## config.mk

```make
export PLATFORM = sky130hd
export DESIGN_NAME = log_dump_ctrl
export DESIGN_NICKNAME = d
export VERILOG_FILES = /design/src/rtl/log_dump_pkg.sv /design/src/rtl/byte_serializer.sv /design/src/rtl/log_dump_ctrl.sv
export SDC_FILE = /design/constraint.sdc
export NUM_CORES = 1
export LEC_CHECK = 0
export BUFFER_PORTS_ARGS = -buffer_cell sky130_fd_sc_hd__clkbuf_2
export CAP_MARGIN = 40
export CORE_MARGIN = 2
export CORE_UTILIZATION = 25
export CTS_CLUSTER_DIAMETER = 150
export DETAILED_ROUTE_END_ITERATION = 12
export SKIP_LAST_GASP = 1
export SLEW_MARGIN = 0
export SYNTH_ARGS = -nofsm -noshare
export SYNTH_HDL_FRONTEND = slang
export SYNTH_SLANG_ARGS = --single-unit
```

## constraint.sdc

```tcl
create_clock -name clk -period 2 [get_ports clk]
set_clock_uncertainty 0.2 [all_clocks]
set_input_delay 0.2 -clock clk [delete_from_list [all_inputs] [get_ports clk]]
set_output_delay 0.2 -clock clk [all_outputs]
set_load 0.005 [all_outputs]
```

## src/rtl/log_dump_pkg.sv

```systemverilog
// log_dump_pkg: shared types and constants for the I/Q logger readout path.
//   state_t          - readout FSM state encoding
//   HDR_SYNC0/1      - stream header sync bytes (only with LOG_DUMP_HEADER_EN)
//   bytes_per_word() - number of link bytes per logged word
// Build option: LOG_DUMP_HEADER_EN adds the HEADER state and its constants.
package log_dump_pkg;

  typedef enum logic [2:0] {
    ST_IDLE      = 3'd0,
    ST_WAIT_FULL = 3'd1,
    ST_ARM       = 3'd2,
    ST_FETCH     = 3'd3,
    ST_SEND      = 3'd4,
    ST_DONE      = 3'd5
`ifdef LOG_DUMP_HEADER_EN
    ,ST_HEADER   = 3'd6
`endif
  } state_t;

`ifdef LOG_DUMP_HEADER_EN
  localparam logic [7:0] HDR_SYNC0 = 8'hA5;
  localparam logic [7:0] HDR_SYNC1 = 8'h5A;
`endif

  function automatic int bytes_per_word(input int data_width);
    return data_width / 8;
  endfunction

endpackage

```

## src/rtl/byte_serializer.sv

```systemverilog
// byte_serializer: splits a parallel word into bytes, MSB first, over a
// valid/ready handshake.
//   clk, rst_n  - clock, synchronous active-low reset
//   load        - strobe: capture data and start sending (wins over handshake)
//   single      - with load: send only the top byte of data
//   data        - parallel word
//   ready       - sink accepts tx_data when tx_valid & ready at a rising edge
//   tx_data     - current byte, held stable while tx_valid & !ready
//   tx_valid    - byte available
//   last        - combinational: final byte of this load is being accepted
module byte_serializer
  import log_dump_pkg::*;
#(
  parameter int DATA_WIDTH = 16
) (
  input  logic                  clk,
  input  logic                  rst_n,
  input  logic                  load,
  input  logic                  single,
  input  logic [DATA_WIDTH-1:0] data,
  input  logic                  ready,
  output logic [7:0]            tx_data,
  output logic                  tx_valid,
  output logic                  last
);

  localparam int NB = bytes_per_word(DATA_WIDTH);
  localparam int IW = (NB > 1) ? $clog2(NB) : 1;

  logic [DATA_WIDTH-1:0] shreg;
  logic [IW-1:0]         idx;
  logic [IW-1:0]         idx_last;

  assign tx_data = shreg[DATA_WIDTH-1 -: 8];
  assign last    = tx_valid && ready && (idx == idx_last);

  // NOTE: all clocked state uses non-blocking assignments so every register
  // samples pre-edge values regardless of statement order.
  always_ff @(posedge clk) begin
    if (!rst_n) begin
      shreg    <= '0;
      idx      <= '0;
      idx_last <= '0;
      tx_valid <= 1'b0;
    end else if (load) begin
      shreg    <= data;
      idx      <= '0;
      idx_last <= single ? '0 : IW'(NB - 1);
      tx_valid <= 1'b1;
    end else if (tx_valid && ready) begin
      if (idx == idx_last) begin
        // Keep the last byte on tx_data; only valid drops.
        tx_valid <= 1'b0;
      end else begin
        shreg <= shreg << 8;
        idx   <= idx + 1'b1;
      end
    end
  end

endmodule

```

## src/rtl/log_dump_ctrl.sv

```systemverilog
// log_dump_ctrl: reads the full I/Q logger memory and streams it as bytes.
// After a host start and logger-full, pulses o_read_log, then for every
// address 0..2^ADDR_WIDTH-1 waits the read latency, captures the word and
// sends it MSB first over a valid/ready byte link.
//   clk, i_rst_n        - clock, synchronous active-low reset
//   i_start             - one-cycle dump request (honoured only when idle)
//   i_mem_full          - logger memory full
//   i_mem_data          - logger read data, [DATA_WIDTH-1:0] used
//   o_read_log          - one-cycle pulse switching the logger to read mode
//   o_addr              - logger read address
//   o_tx_data/o_tx_valid/i_tx_ready - byte link
//   o_busy              - dump in progress
//   o_done              - one-cycle pulse after the last byte is accepted
// Build option: LOG_DUMP_HEADER_EN sends A5, 5A, ADDR_WIDTH before the data.
module log_dump_ctrl
  import log_dump_pkg::*;
#(
  parameter int ADDR_WIDTH = 15,
  parameter int DATA_WIDTH = 16,
  parameter int RD_LATENCY = 2
) (
  input  logic                  clk,
  input  logic                  i_rst_n,
  input  logic                  i_start,
  input  logic                  i_mem_full,
  input  logic [31:0]           i_mem_data,
  output logic                  o_read_log,
  output logic [ADDR_WIDTH-1:0] o_addr,
  output logic [7:0]            o_tx_data,
  output logic                  o_tx_valid,
  input  logic                  i_tx_ready,
  output logic                  o_busy,
  output logic                  o_done
);

  localparam logic [ADDR_WIDTH-1:0] ADDR_LAST = '1;
  localparam logic [2:0]            LAT_LAST  = 3'(RD_LATENCY);

  state_t                state;
  state_t                state_next;
  logic [ADDR_WIDTH-1:0] addr;
  logic [2:0]            lat_cnt;
  logic                  ser_load;
  logic                  ser_single;
  logic [DATA_WIDTH-1:0] ser_word;
  logic                  ser_last;

`ifdef LOG_DUMP_HEADER_EN
  logic [1:0] hdr_idx;
  logic [7:0] hdr_next_byte;
  // Byte that follows the one currently being sent.
  assign hdr_next_byte = (hdr_idx == 2'd0) ? HDR_SYNC1 : 8'(ADDR_WIDTH);
`endif

  generate
    if (DATA_WIDTH < 32) begin : g_unused
      logic unused_mem_bits;
      assign unused_mem_bits = ^i_mem_data[31:DATA_WIDTH];
    end
  endgenerate

  // NOTE: every signal driven here gets a default first, so no path through
  // the case statement can leave one unassigned and infer a latch.
  always_comb begin
    state_next = state;
    ser_load   = 1'b0;
    ser_single = 1'b0;
    ser_word   = i_mem_data[DATA_WIDTH-1:0];
    unique case (state)
      ST_IDLE:      if (i_start) state_next = ST_WAIT_FULL;
      ST_WAIT_FULL: if (i_mem_full) state_next = ST_ARM;
`ifdef LOG_DUMP_HEADER_EN
      ST_ARM: begin
        state_next = ST_HEADER;
        ser_load   = 1'b1;
        ser_single = 1'b1;
        ser_word   = DATA_WIDTH'(HDR_SYNC0) << (DATA_WIDTH - 8);
      end
      ST_HEADER: begin
        if (ser_last) begin
          if (hdr_idx == 2'd2) begin
            state_next = ST_FETCH;
          end else begin
            ser_load   = 1'b1;
            ser_single = 1'b1;
            ser_word   = DATA_WIDTH'(hdr_next_byte) << (DATA_WIDTH - 8);
          end
        end
      end
`else
      ST_ARM:       state_next = ST_FETCH;
`endif
      // The address register changes on entry to FETCH; sampling at count
      // RD_LATENCY gives the memory RD_LATENCY full cycles after that.
      ST_FETCH: begin
        if (lat_cnt == LAT_LAST) begin
          ser_load   = 1'b1;
          state_next = ST_SEND;
        end
      end
      ST_SEND: begin
        if (ser_last) state_next = (addr == ADDR_LAST) ? ST_DONE : ST_FETCH;
      end
      ST_DONE:      state_next = ST_IDLE;
      default:      state_next = ST_IDLE;
    endcase
  end

  always_ff @(posedge clk) begin
    if (!i_rst_n) begin
      state   <= ST_IDLE;
      addr    <= '0;
      lat_cnt <= '0;
    end else begin
      state   <= state_next;
      lat_cnt <= (state == ST_FETCH && state_next == ST_FETCH) ? lat_cnt + 3'd1 : 3'd0;
      if (state == ST_SEND && ser_last) begin
        // The terminal address ends the dump and the counter returns to 0.
        addr <= (addr == ADDR_LAST) ? '0 : addr + 1'b1;
      end else if (state == ST_ARM) begin
        addr <= '0;
      end
    end
  end

`ifdef LOG_DUMP_HEADER_EN
  always_ff @(posedge clk) begin
    if (!i_rst_n) begin
      hdr_idx <= '0;
    end else if (state == ST_ARM) begin
      hdr_idx <= '0;
    end else if (state == ST_HEADER && ser_last) begin
      hdr_idx <= hdr_idx + 2'd1;
    end
  end
`endif

  byte_serializer #(
    .DATA_WIDTH(DATA_WIDTH)
  ) u_ser (
    .clk      (clk),
    .rst_n    (i_rst_n),
    .load     (ser_load),
    .single   (ser_single),
    .data     (ser_word),
    .ready    (i_tx_ready),
    .tx_data  (o_tx_data),
    .tx_valid (o_tx_valid),
    .last     (ser_last)
  );

  assign o_addr     = addr;
  assign o_read_log = (state == ST_ARM);
  assign o_done     = (state == ST_DONE);
  assign o_busy     = (state != ST_IDLE) && (state != ST_DONE);

endmodule
```

Word-level counts from Yosys, hierarchy flattened:

Index checks and enable logic that the tools add are counted.

* ROM bits: 0
* RAM bits: 0
* memories: 0
* logic and storage cells: 55
* bits in latches: 0
* input port bits: 37
* flip-flop bits (word level): 40

* $add $sub $neg: 3
* equal/unequal tests: 11
* $mul: 0
* mux-type cells: 17
* bitwise logic cells: 2
* order comparisons: 0
* div/mod/pow operators: 0
* reductions and logical operators: 15
* shift operators: 0

Operator list (count)
* 2-to-1 mux 16 bit: 3
* 2-to-1 mux 15 bit: 3
* adder 15 x 1 -> 15 bit (second input constant): 1
* == test 15 bit (second input constant): 1
* 2-to-1 mux 3 bit: 5
* one-hot mux 3 bit (5 select lines): 1
* == test 3 x 2 -> 1 bit (second input constant): 4
* AND reduction 2 bit: 4
* == test 3 bit (second input constant): 2
* nonzero test 2 bit: 3
* logical AND 1 bit: 5
* 2-to-1 mux 1 bit: 5
* adder 3 x 1 -> 3 bit (second input constant): 1
* == test 3 x 1 -> 1 bit (second input constant): 1
* logical NOT 3 bit: 1
* inequality test 3 bit (second input constant): 1
* nonzero test 3 bit: 1
* inequality test 2 bit (second input constant): 1
* inverter 1 bit: 2
* OR reduction 2 bit: 1
* adder 1 bit (second input constant): 1
* == test 1 bit: 1

Depth between registers and ports, before layout:

* depth after elaboration: 7
* mapped depth: 7
* depth with buffers taken out: 7

By module:

From an unflattened synthesis, not the netlist that was laid out.

* cells, all modules: 239
* area, all modules: 2120.8 um^2

By module, submodules not included
* log_dump_ctrl: seq. area each 420.4 um^2, area an instance 1184.9 um^2, cells an instance 137, instances 1
* byte_serializer: seq. area each 380.4 um^2, area an instance 935.9 um^2, cells an instance 102, instances 1

Least setup slack after synthesis:

Ideal clock, no wire load.

* kind: flip-flop to flip-flop
* start: reg addr[0], in the netlist o_addr[0]
* end: reg addr[11], in the netlist o_addr[11]
* cell stages (with the launch flop): 7
* clock period less this slack: 1921 ps
* data arrival time: 1604 ps
* setup slack: 79 ps
* path buffers: 0
* path through: dfxtp_1 ha_1 nand3_1 nor4_4 nor3b_4 a21o_1 a22o_1

* longest elaborated chain between the ends: 3
* elaborated cells between the ends (all ways): 4
* those cells by class: add/sub (1); eq/ne (1); mux (2)

RTL lines
* start, declared: RTL line log_dump_ctrl.sv:41 `logic [ADDR_WIDTH-1:0] addr;`
* start signal, assigned: RTL line log_dump_ctrl.sv:119 `addr <= (addr == ADDR_LAST) ? '0 : addr + 1'b1;`
* adder 15 x 1 -> 15 bit / == test 15 bit (equally long branches): RTL line log_dump_ctrl.sv:119
* 2-to-1 mux 15 bit (*): RTL line log_dump_ctrl.sv:119
* 2-to-1 mux 15 bit (*): RTL line log_dump_ctrl.sv:117 `if (state == ST_SEND && ser_last) begin`

Mark *: on every way between the ends. The rest lies on a longest branch, timed or not.
A chain may end at the register's enable or synchronous reset.

Worst setup path after layout:

* start: reg addr[0], in the netlist o_addr[0]
* end: reg addr[7], in the netlist o_addr[7]

Same word-level chain as after synthesis.

==> results.py <==
metrics = {
    "timing": {
        "max-slew-margin-rel_pct": 65.1,
        "slew_viol_final": 0,
        "min_period_ps": 1910,
        "finalCritPeriodShare_pct": 95.5,
        "finalSetupViolations": 0,
        "hold_viol": 0,
        "fmax_mhz": 524,
        "worstMarginPinSlew_ps": 523,
        "rsz0062_at_grt": "true",
    },
    "pwr": {
        "total_power_mw": 1.41,
        "p_clk_share_pct": 35.8,
        "p_seq_share_pct": 56.8,
        "pwr-share-comb_pct": 7.4,
        "irDropWorstVdd_uv": 262,
        "power.leakage_nw": 1.18,
        "internal-power_mw": 1.10,
        "switching_share_pct": 22.3,
        "power_density_nw_per_um2": 535,
        "p_sw_mw": 0.315,
    },
    "setup_path": {
        "cp_max_fo": 13,
        "arrival_ps": 1930,
        "criticalPathCategory": "register to register",
        "cp.required_ps": 2020,
        "startpoint_type": "register",
        "crit_chain": "ha_1, nand3_1, nor4_4, nor3b_4, buf_4, nand4_1, o21ai_1",
        "endpoint_kind": "register",
        "slowest_stage": "nor3b_4",
        "cpPeakStageDelay_ps": 490,
    },
    "synth": {
        "synth_xor_area_share_pct": 3.02,
        "synth_top_area_share_pct": 40.2,
        "synth_seq_cells": 40,
        "synthAdderAreaFrac_pct": 1.88,
        "yosysTopAreaCell": "dfxtp_1",
        "synth_seq_area_share_pct": 40.2,
        "synth_area_um2": 1990,
        "ys_warn_count": 0,
        "synth.distinct_cells": 48,
        "syn-num-nets": 254,
        "syn_area_per_cell_um2": 9.31,
        "synthSimpleGateAreaFrac_pct": 24.0,
        "synth_top_family_by_area": "simple AND/OR/NAND/NOR gates",
        "synth_mux_area_share_pct": 5.09,
        "synth_area_leaders": "dfxtp_1, mux2i_1, nor2b_1",
        "synth_compound_area_share_pct": 19.1,
        "syn_inst": 214,
    },
    "global_route": {
        "overflow": 0,
        "grt_start_max_net_pins": 33,
        "grt_usage_pct": 10.6,
        "grt_first_pass_wirelength_mm": 7.38,
        "grt_pass1_vias": 1615,
        "antenna_found_initial": 0,
    },
    "die": {
        "initial_core_util_pct": 25.8,
        "die_w_um": 93.3,
        "core_um2": 7730,
        "dieArea_um2": 8700,
        "dieHeight_um": 93.3,
        "io_pins": 64,
        "rows": 32,
    },
    "placed_design": {
        "dpl.hpwl_mm": 3.25,
        "portBuffers": 47,
        "globalplace.congestion": 0.763,
        "place_inst": 367,
    },
    "routing": {
        "ant_nets": 0,
        "drt-total-wl_mm": 4.50,
        "route.detailed.drc": 0,
        "viasPerCell": 4.52,
        "drt-pass1-iter-count": 4,
        "drtIter0Drc": 63,
        "vias": 1763,
        "avgRoutedWirePerCell_um": 11.5,
    },
    "clocking": {
        "cts_buffers": 5,
        "cts_tree": "done",
        "insertion_delay_ps": 290,
        "cts.reportedPaths.clkPinSlew_ps": 80,
        "clock_sinks": 40,
        "clock_tree.buffer_depth": 2,
        "htree_levels": 2,
        "root_buffer": "clkbuf_8",
        "postCtsSetupRepairBufs": 0,
    },
    "cells_and_area": {
        "finalNetCount": 328,
        "stdcell_count": 390,
        "drive_gt1_share_pct": 30.6,
        "fillerInstances": 790,
        "area_delta_synth_final_pct": 32.6,
        "n_antenna_cell": 0,
    },
    "hold_path": {
        "worst_hold_path_type": "primary input to register",
    },
    "run": {
        "cap_violations": 0,
    },
    "status": {
        "status": "finished clean",
    },
}
[flip-flops by register name, summed over array words and instances (netlist names)]
name / cells
state: 3
u_ser.shreg: 16
lat_cnt: 3
u_ser.idx_last: 1
u_ser.tx_valid: 1
u_ser.idx: 1
o_addr: 15
[power groups by stage]
stage	sequential [mW]	clock (mW)	combinational [mW]
final	0.802	0.506	0.105
after global routing	0.803	0.577	0.115
after floorplan	0.821	0	0.0450
after global placement	0.821	0	0.0806
after detailed placement	0.821	0	0.0816
after CTS	0.802	0.539	0.106
[per-stage QoR]
step,util [%],TNS (ps),area [um2],setup slack [ps],hold slack (ps)
global route,34.2,-76.1,2640,-46.1,131
finish,34.2,0,2640,90.1,127
detailed placement,31.1,0,2400,19.8,239
floorplan,-,0,1990,79.2,156
CTS,34.1,0,2640,19.8,124
global placement,31.1,0,2400,59.4,232
[final cells by class]
type	count	area, um2	share of cell area [%]
multi-input cells	152	1060	40.1
clock inverters	1	5.00	0.189
flip-flops and latches	40	801	30.3
inverters	4	15.0	0.568
clock buffers	6	72.6	2.75
repair buffers	85	561	21.2
well taps	102	128	4.83
[routing by layer]
metal  track usage [%]  up-vias  share of wire, %
met3              2.58       10               3.9
met4              3.92        0               2.2
met1              13.5      798                49
met5                 0        -                 0
met2              17.3       40                45
li1                  -      915                 -
[worst paths after layout]
check	slack, ps	endpoint	cells after the start	start
setup reg to reg	90	o_addr[7]$_SDFFE_PN0P_	7	o_addr[0]$_SDFFE_PN0P_
setup / recovery	90	o_addr[7]$_SDFFE_PN0P_	7	o_addr[0]$_SDFFE_PN0P_
hold reg to reg	250	lat_cnt[0]$_SDFF_PN0_	1	lat_cnt[0]$_SDFF_PN0_
hold / removal	130	u_ser.tx_valid$_SDFFE_PN0P_	4	i_tx_ready
[cell usage after synthesis (all sizes together)]
| cell | number |
|---|---|
| nor2b | 14 |
| a21boi | 3 |
| mux2 | 1 |
| and3 | 2 |
| and4 | 2 |
| o21ai | 7 |
| a31oi | 6 |
| or3b | 1 |
| xnor2 | 4 |
| and3b | 2 |
| a22oi | 9 |
| nor4 | 1 |
| ha | 3 |
| a21oi | 10 |
| mux2i | 9 |
| nand3b | 2 |
| o21a | 2 |
| nand2 | 20 |
| a21o | 2 |
| o2111a | 1 |
| dfxtp | 40 |
| nor3 | 2 |
| buf | 13 |
| nand3 | 7 |
| clkbuf | 5 |
| xor2 | 2 |
| o211a | 8 |
| nand2b | 1 |
| nor2 | 14 |
| o31ai | 1 |
| a22o | 2 |
| and2 | 2 |
| inv | 4 |
| or2 | 1 |
| a41oi | 1 |
| nand4 | 7 |
| nor3b | 2 |
| o22ai | 1 |
[kinds of logic (layout without fill, tap and decap cells)]
group                      Yosys count  count (layout)
buffers and inverters               22              96
adders and majority gates            3               3
xor gates and xnor gates             6               6
and+or+nand+nor                     80              80
muxes                               10              10
AOI/OAI and AO/OA                   53              53
DFF                                 40              40
[placed cells by master, fill, tap and decap left out, drive strengths merged]
cell type / instances
clkbuf: 53
dfxtp: 40
buf: 22
nand2: 20
dlygate4sd3: 16
nor2b: 14
nor2: 14
a21oi: 10
mux2i: 9
a22oi: 9
o211a: 8
nand3: 7
nand4: 7
o21ai: 7
a31oi: 6
inv: 4
xnor2: 4
ha: 3
a21boi: 3
and3b: 2
and3: 2
and2: 2
nand3b: 2
and4: 2
xor2: 2
nor3: 2
o21a: 2
a21o: 2
a22o: 2
nor3b: 2
or3b: 1
nand2b: 1
mux2: 1
nor4: 1
o2111a: 1
o31ai: 1
o22ai: 1
or2: 1
a41oi: 1
clkinv: 1
[worst max-delay path, delay by kind of cell, from the launching register on]
kind | cells | cell delay (ps)
simple gates | 4 | 820
fa+ha+maj | 1 | 230
flops | 1 | 320
compound gates | 1 | 80
buf+inv | 1 | 210
[what timing repair did]
| item | CTS | global route |
|---|---|---|
| endpoints found under the setup margin | 0 | 10 |
| hold endpoints to repair | 16 | 0 |
| hold buffers | 16 | 0 |
| gates resized for setup | 0 | 1 |
Power figures use the tool's default switching activity.
